===== config.mk =====
export PLATFORM = sky130hd
export DESIGN_NAME = image_dot
export DESIGN_NICKNAME = d
export VERILOG_FILES = /design/src/rtl/image_dot_pkg.sv /design/src/rtl/dot_tree.sv /design/src/rtl/image_dot.sv
export SDC_FILE = /design/constraint.sdc
export NUM_CORES = 2
export LEC_CHECK = 0
export CAP_MARGIN = 20
export CORE_MARGIN = 5
export CORE_UTILIZATION = 55
export CTS_BUF_LIST = sky130_fd_sc_hd__clkbuf_16
export DETAILED_ROUTE_END_ITERATION = 8
export DONT_BUFFER_PORTS = 1
export GPL_TIMING_DRIVEN = 0
export HOLD_SLACK_MARGIN = 0.02
export PLACE_DENSITY = 0.7
export SLEW_MARGIN = 20
export SYNTH_ARGS = -nofsm -noshare
export SYNTH_HDL_FRONTEND = slang
export SYNTH_SLANG_ARGS = --single-unit

===== constraint.sdc =====
create_clock -name clk -period 16.8 [get_ports clk]
set_input_delay 2.52 -clock clk [delete_from_list [all_inputs] [get_ports clk]]
set_output_delay 2.52 -clock clk [all_outputs]
set_load 0.005 [all_outputs]

===== src/rtl/image_dot_pkg.sv =====
`default_nettype none
// ============================================================================
// image_dot_pkg : shared constants for the image_dot dot-product stage
// Revision      : 1.0
// ============================================================================
package image_dot_pkg;

    // CFG_DOT register: shift amount in the low bits, ReLU enable above it
    localparam int CFG_DOT     = 6;
    localparam int SHIFT_WIDTH = 6;
    localparam int RELU_BIT    = 8;

endpackage
`default_nettype wire


===== src/rtl/dot_tree.sv =====
`default_nettype none
// ============================================================================
// dot_tree : two-stage pipelined lane-wise signed multiply and adder tree
// Revision : 1.0
// ============================================================================
module dot_tree #(
    parameter int GROUP_NB  = 4,
    parameter int IMG_WIDTH = 16,
    parameter int KER_WIDTH = 16,
    parameter int ACC_WIDTH = 48
) (
    input  logic                              clk,
    input  logic                              rst,
    input  logic                              en,
    input  logic                              in_val,
    input  logic                              in_last,
    input  logic [GROUP_NB*IMG_WIDTH-1:0]     img_bus,
    input  logic [GROUP_NB*KER_WIDTH-1:0]     ker_bus,
    output logic                              sum_val,
    output logic                              sum_last,
    output logic signed [ACC_WIDTH-1:0]       sum
);

    localparam int PROD_WIDTH = IMG_WIDTH + KER_WIDTH;

    logic signed [PROD_WIDTH-1:0] prod_d [GROUP_NB];
    logic signed [PROD_WIDTH-1:0] prod_q [GROUP_NB];
    logic                         s1_val;
    logic                         s1_last;
    logic signed [ACC_WIDTH-1:0]  tree_sum;

    for (genvar i = 0; i < GROUP_NB; i++) begin : g_lane
        assign prod_d[i] = PROD_WIDTH'($signed(img_bus[i*IMG_WIDTH +: IMG_WIDTH]))
                         * PROD_WIDTH'($signed(ker_bus[i*KER_WIDTH +: KER_WIDTH]));
    end

    always_ff @(posedge clk) begin
        if (rst) begin
            s1_val  <= 1'b0;
            s1_last <= 1'b0;
            for (int i = 0; i < GROUP_NB; i++) prod_q[i] <= '0;
        end else if (en) begin
            s1_val  <= in_val;
            s1_last <= in_last;
            for (int i = 0; i < GROUP_NB; i++) prod_q[i] <= prod_d[i];
        end
    end

    always_comb begin
        tree_sum = '0;
        for (int i = 0; i < GROUP_NB; i++) tree_sum = tree_sum + ACC_WIDTH'(prod_q[i]);
    end

    always_ff @(posedge clk) begin
        if (rst) begin
            sum_val  <= 1'b0;
            sum_last <= 1'b0;
            sum      <= '0;
        end else if (en) begin
            sum_val  <= s1_val;
            sum_last <= s1_last;
            sum      <= tree_sum;
        end
    end

endmodule
`default_nettype wire


===== src/rtl/image_dot.sv =====
`default_nettype none
// ============================================================================
// image_dot : joins pixel and kernel streams, accumulates per-frame dot
//             products and emits one shifted, saturated, optionally ReLU'd result
// Revision  : 1.0
// ============================================================================
module image_dot
    import image_dot_pkg::*;
#(
    parameter int CFG_DWIDTH = 32,
    parameter int CFG_AWIDTH = 5,
    parameter int GROUP_NB   = 4,
    parameter int IMG_WIDTH  = 16,
    parameter int KER_WIDTH  = 16,
    parameter int ACC_WIDTH  = 48,
    parameter int RES_WIDTH  = 16
) (
    input  logic                          clk,
    input  logic                          rst,
    input  logic [CFG_DWIDTH-1:0]         cfg_data,
    input  logic [CFG_AWIDTH-1:0]         cfg_addr,
    input  logic                          cfg_valid,
    input  logic [GROUP_NB*IMG_WIDTH-1:0] image_bus,
    input  logic                          image_last,
    input  logic                          image_val,
    output logic                          image_rdy,
    input  logic [GROUP_NB*KER_WIDTH-1:0] kernel_bus,
    input  logic                          kernel_val,
    output logic                          kernel_rdy,
    output logic [RES_WIDTH-1:0]          result_bus,
    output logic                          result_val,
    input  logic                          result_rdy
);

    localparam logic signed [ACC_WIDTH-1:0] RES_MAX =
        $signed({{(ACC_WIDTH-RES_WIDTH+1){1'b0}}, {(RES_WIDTH-1){1'b1}}});
    localparam logic signed [ACC_WIDTH-1:0] RES_MIN = ~RES_MAX;

    logic                         en;
    logic [SHIFT_WIDTH-1:0]       shift;
    logic                         relu;
    logic                         sum_val;
    logic                         sum_last;
    logic signed [ACC_WIDTH-1:0]  sum;
    logic signed [ACC_WIDTH-1:0]  acc;
    logic                         first;
    logic                         s3_val;
    logic signed [ACC_WIDTH-1:0]  shifted;
    logic [RES_WIDTH-1:0]         res_d;
    logic                         unused_cfg;

    // Whole pipeline stalls only when a held result is not being taken
    assign en         = ~(result_val & ~result_rdy);
    assign image_rdy  = en & kernel_val;
    assign kernel_rdy = en & image_val;

    assign unused_cfg = ^{cfg_data[CFG_DWIDTH-1:RELU_BIT+1], cfg_data[RELU_BIT-1:SHIFT_WIDTH]};

    always_ff @(posedge clk) begin
        if (rst) begin
            shift <= '0;
            relu  <= 1'b0;
        end else if (cfg_valid && (cfg_addr == CFG_AWIDTH'(CFG_DOT))) begin
            shift <= cfg_data[SHIFT_WIDTH-1:0];
            relu  <= cfg_data[RELU_BIT];
        end
    end

    dot_tree #(
        .GROUP_NB  (GROUP_NB),
        .IMG_WIDTH (IMG_WIDTH),
        .KER_WIDTH (KER_WIDTH),
        .ACC_WIDTH (ACC_WIDTH)
    ) u_tree (
        .clk      (clk),
        .rst      (rst),
        .en       (en),
        .in_val   (image_val & kernel_val),
        .in_last  (image_last),
        .img_bus  (image_bus),
        .ker_bus  (kernel_bus),
        .sum_val  (sum_val),
        .sum_last (sum_last),
        .sum      (sum)
    );

    // acc holds the completed frame total in the cycle s3_val is high
    always_ff @(posedge clk) begin
        if (rst) begin
            acc    <= '0;
            first  <= 1'b1;
            s3_val <= 1'b0;
        end else if (en) begin
            s3_val <= sum_val & sum_last;
            if (sum_val) begin
                acc   <= first ? sum : acc + sum;
                first <= sum_last;
            end
        end
    end

    assign shifted = acc >>> shift;

    always_comb begin
        res_d = shifted[RES_WIDTH-1:0];
        if (shifted > RES_MAX)
            res_d = {1'b0, {(RES_WIDTH-1){1'b1}}};
        else if (shifted < RES_MIN)
            res_d = {1'b1, {(RES_WIDTH-1){1'b0}}};
        if (relu && res_d[RES_WIDTH-1])
            res_d = '0;
    end

    // With en high the held result is either absent or being accepted now
    always_ff @(posedge clk) begin
        if (rst) begin
            result_val <= 1'b0;
            result_bus <= '0;
        end else if (en) begin
            result_val <= s3_val;
            if (s3_val) result_bus <= res_d;
        end
    end

endmodule
`default_nettype wire


==> Yosys cells after proc, flatten, opt, wreduce, memory -nomap -nowiden <==
Memory sizes are Yosys's and may differ from the RTL's.
Index checks and enable logic that the tools add are counted.
{ "word_totals": {"inputBits": 172, "elab_cells": 53, "mem_bits_rw": 128, "ff_bits": 126, "output_inout_bits": 19, "memories": 1} }
{ "memory_table": {"columns": ["memory", "depth", "word_bits", "read_ports", "rd_ports_with_merged_regs", "wr", "line", "text"], "rows": [
  ["u_tree.prod_q", 4, 32, 4, 0, 4, "dot_tree.sv:27", "logic signed [PROD_WIDTH-1:0] prod_q [GROUP_NB];"]
]} }
{ "op_classes": {"n_mux": 13, "n_eq_ne": 1, "n_bitwise": 11, "magnitude_cmp": 2, "n_mul": 4, "n_reduce_logical": 4, "addsub": 4, "shift": 1} }
{ "op_table": {"columns": ["operator", "n"], "rows": [
  ["multiplier 16 x 16 -> 32 bit", 4],
  ["two-way mux 32 bit", 4],
  ["adder 48 x 32 -> 48 bit", 1],
  ["adder 48 bit", 1],
  ["greater-than comparator 48 x 16 -> 1 bit, second input constant", 1],
  ["less-than comparator 48 x 16 -> 1 bit, second input constant", 1],
  ["two-way mux 16 bit", 3],
  ["two-way mux 48 bit", 1],
  [">>> shifter 48 x 6 -> 48 bit", 1],
  ["adder 33 x 32 -> 34 bit", 1],
  ["adder 32 x 32 -> 33 bit", 1],
  ["bitwise AND 1 bit", 5],
  ["== test 5 x 3 -> 1 bit, second input constant", 1],
  ["two-way mux 1 bit", 5],
  ["bitwise OR 1 bit", 4],
  ["AND reduction 2 bit", 2],
  ["logical AND 1 bit", 2],
  ["NOT 1 bit", 2]
]} }

==> Logic depth before layout (Yosys ltp) <==
{ "logic_depth": {"word_depth": 6, "depth_mapped": 25, "depth_no_buf": 24} }

==> Modules after synthesis <==
From an unflattened synthesis, not the netlist that was laid out.
{ "hier_totals": {"hier_cells": 6171, "area_unflattened_um2": 57259.9} }
{ "by_module_without_submodules": {"columns": ["mod", "instances", "seq_area_each_um2", "area_each_um2", "cells_per_inst"], "rows": [
  ["dot_tree", 1, 4624.4, 47658.2, 4959],
  ["image_dot", 1, 1481.4, 9601.7, 1212]
]} }

==> Worst setup path before layout <==
OpenSTA, ideal clock, no wires.
{ "synth_timing": {"path_kind": "input to register", "startpoint": "input image_bus[21]", "endpoint": "memory u_tree.prod_q[1][24] in the netlist's numbering, data pin", "slack_ns": 8.438, "required_time_ns": 16.534, "setup_time_ns": 0.266, "path_stages": 21, "path_buffers": 1, "t_arrival_ns": 8.096, "path_cell_list": "clkbuf_1 and2_1 fa_1 fa_1 ha_1 fa_1 inv_1 fa_1 fa_1 inv_1 ha_1 o21a_1 o21a_1 a2111oi_0 o31ai_1 or3_1 a31oi_1 nor3_1 or2_2 xnor2_1 nor2_1"} }
{ "synth_lines": {"columns": ["item", "line", "text"], "rows": [
  ["start: declaration", "image_dot.sv:23", "input logic [GROUP_NB*IMG_WIDTH-1:0] image_bus,"],
  ["end: declaration", "dot_tree.sv:27", null]
]} }

==> flow_summary.toml <==
[finish]
layout_common_cells = "1174 x inv_1, 1083 x fa_1, 715 x nand2_1"
drive_above_1_share_pct = 2.72
nets = 7986
mostFrequentLayoutCell = "inv_1"
final_core_util_pct = 58.0
design_area_um2 = 60100
area_growth_pct = 4.67

[clock_network]
clk_latency_ps = 590
clockRootBuffer = "clkbuf_16"
cts.sinks = 254
cts_inserted_buffers = 28
cts_htree_levels = 1
cts_max_path_buffers = 3
cts_resized = 0
cts_hold_buf = 0
cts_tree = "yes"
post_cts_buffers = 0
clkSlewWorstSetupHoldPaths_ps = 60

[worst_setup_path]
rr_worst_depth = 24
worstSetupStartpoint = "image_bus[21]"
rr_startpoint = "u_tree.prod_q[1][0]$_SDFFCE_PN0P_"
cp.required_ps = 17100
path_max_fanout = 10
r2r_slack_ps = 10030
timing.rr.end = "u_tree.sum[36]$_SDFFE_PP0N_"
crit_type = "input pin to flip-flop"
critPathLaunchType = "input pin"
crit_arrival_ps = 9350
crit_end = "u_tree.prod_q[1][24]$_SDFFCE_PN0P_"
worstSetupEndpointType = "flip-flop"

[grt]
antenna_found_initial = 6
grt-ovfl-total = 0
grt_start_max_net_pins = 73
track_usage_pct = 29.5
grt_pass1_wl_mm = 260
grt_pass1_vias = 46200

[place]
place.gp.congestion = 0.972
numPortBuffers = 0
dp_hpwl_mm = 136
placed_area_um2 = 59200

[sta]
slew_viol_final = 0
tns_ps = 0
hold_ws_ps = 457
tightest_slew_ps = 1180
grt_setup_unrepaired = "false"
fin_crit_ps = 9060
fin_skew_ps = 24.5
max_slew_margin_pct = 20.5
finalSetupViolations = 0
timing.final.crit_share_pct = 53.9
final_hold_viol_count = 0
fmax_mhz = 110

[routing]
ant_nets = 0
vias = 44700
via_per_inst = 5.81
drt-pass1-iter-count = 6
drt-initial-drc-count = 4080
wl_per_cell_um = 21.1
routed_wl_mm = 163
drc_errors = 0

[synthesis]
synth-seq-cells = 254
synth_cell_type_count = 87
ys_warn_count = 0
syn_inst = 6259
yosysTopAreaCell = "fa_1"
syn_area_per_cell_um2 = 9.18
netlist.area_leader.share_pct = 37.7
syn-cell-area_um2 = 57500
syn-num-nets = 7955
seq_area_frac_synth_pct = 11.1
synth_enable_flop_cells = 128
synth-async-reset-ratio_pct = 0
synthTopCellsByArea = "fa_1 38%, ha_1 9.6%, inv_1 7.6%"
synth_flop_cell = "edfxtp_1"

[floorplan]
initial_utilization_pct = 55.4
die_w_um = 333
die_height_um = 333
core-area_um2 = 104000
io_pins = 191
die-area_um2 = 111000
fp-row-count = 118

[job]
maxCapViolations = 0

[status]
status = "finished clean"

[min_path]
hp-class = "flip-flop to flip-flop"
cell type report:
type                       instances  area [um2]
fill                            9241       43500
timing repair buffer               1        27.5
clock inverter                    23         179
clock buffer                      29         726
inverter                        1174        4410
multi-input combinational       4587       45700
antenna                            3        7.51
tap                             1380        1730
buffer                           244        1020
sequential                       254        6370
worst max-delay path, stage by stage:
cell and delay, ps:
clkbuf_1 560, and2_1 260, fa_1 450, fa_1 500, ha_1 200, fa_1 480
inv_1 50, fa_1 500, fa_1 510, inv_1 60, ha_1 330, o21a_1 130
o21a_1 190, a2111oi_0 690, o31ai_1 290, or3_1 410, a31oi_1 410, nor3_1 80
or2_2 290, xnor2_1 340, nor2_1 80
worst min-delay path by stage:
| stage | end | start | slack [ps] | cells after the start |
|---|---|---|---|---|
| after floorplan | u_tree.sum_last$_SDFFE_PP0N_ | u_tree.sum_last$_SDFFE_PP0N_ | 430 | 2 |
| after global placement | u_tree.s1_last$_SDFFE_PP0N_ | u_tree.s1_last$_SDFFE_PP0N_ | 440 | 2 |
| after detailed placement | u_tree.s1_last$_SDFFE_PP0N_ | u_tree.s1_last$_SDFFE_PP0N_ | 440 | 2 |
| after CTS | u_tree.s1_last$_SDFFE_PP0N_ | u_tree.s1_last$_SDFFE_PP0N_ | 450 | 2 |
| after global routing | u_tree.s1_val$_SDFFE_PP0N_ | u_tree.s1_val$_SDFFE_PP0N_ | 470 | 2 |
| final | u_tree.s1_last$_SDFFE_PP0N_ | u_tree.s1_last$_SDFFE_PP0N_ | 460 | 2 |
cells in the mapped netlist, drive strengths merged, types with 29 or more instances:
| cell | instances |
|---|---|
| a211oi | 56 |
| a21o | 81 |
| a21oi | 256 |
| a31oi | 32 |
| and2 | 507 |
| and3 | 52 |
| buf | 40 |
| clkbuf | 204 |
| dfxtp | 126 |
| edfxtp | 128 |
| fa | 1083 |
| ha | 441 |
| inv | 1172 |
| mux2i | 56 |
| mux4 | 51 |
| nand2 | 715 |
| nand2b | 39 |
| nand3 | 39 |
| nor2 | 287 |
| nor3 | 76 |
| o211ai | 29 |
| o21a | 45 |
| o21ai | 197 |
| o21bai | 31 |
| xnor2 | 135 |
| xor2 | 73 |
metrics by stage:
stage	worst slack, ps	cells
4_1_cts	7760	7692
6_report	7740	7695
3_3_place_gp	7220	7639
2_1_floorplan	8440	6259
5_1_grt	7380	7694
3_5_place_dp	7180	7640
per-layer routing:
metal | vias to the layer above | track usage (%) | routed length, um
li1 | 19900 | - | -
met1 | 22500 | 39.2 | 64000
met2 | 1889 | 49.3 | 77900
met3 | 425 | 4.66 | 12800
met4 | 4 | 10.9 | 7850
met5 | - | 0 | 25
flip-flops by register name, summed over array words and instances (netlist names):
signal,flops
u_tree.prod_q,128
acc,48
u_tree.sum,48
result_bus,16
shift,6
first,1
relu,1
result_val,1
s3_val,1
u_tree.s1_last,1
u_tree.s1_val,1
u_tree.sum_last,1
u_tree.sum_val,1
kinds of logic (layout without fill, tap and decap cells):
group                      count (synthesis)  in the layout  share of synthesized area (%)
AOI/OAI and AO/OA                        898            898                           10.1
xor gates and xnor gates                 208            208                           3.17
adders and majority gates               1524           1524                           47.3
buffers and inverters                   1418           1471                           9.44
DFF                                      254            254                           11.1
muxes                                    128            128                           3.45
other                                      0              3                              0
and+or+nand+nor                         1829           1829                           15.4
Power is not shown: default switching activity piles up to over one toggle a cycle in this logic, so the estimate is an artifact.
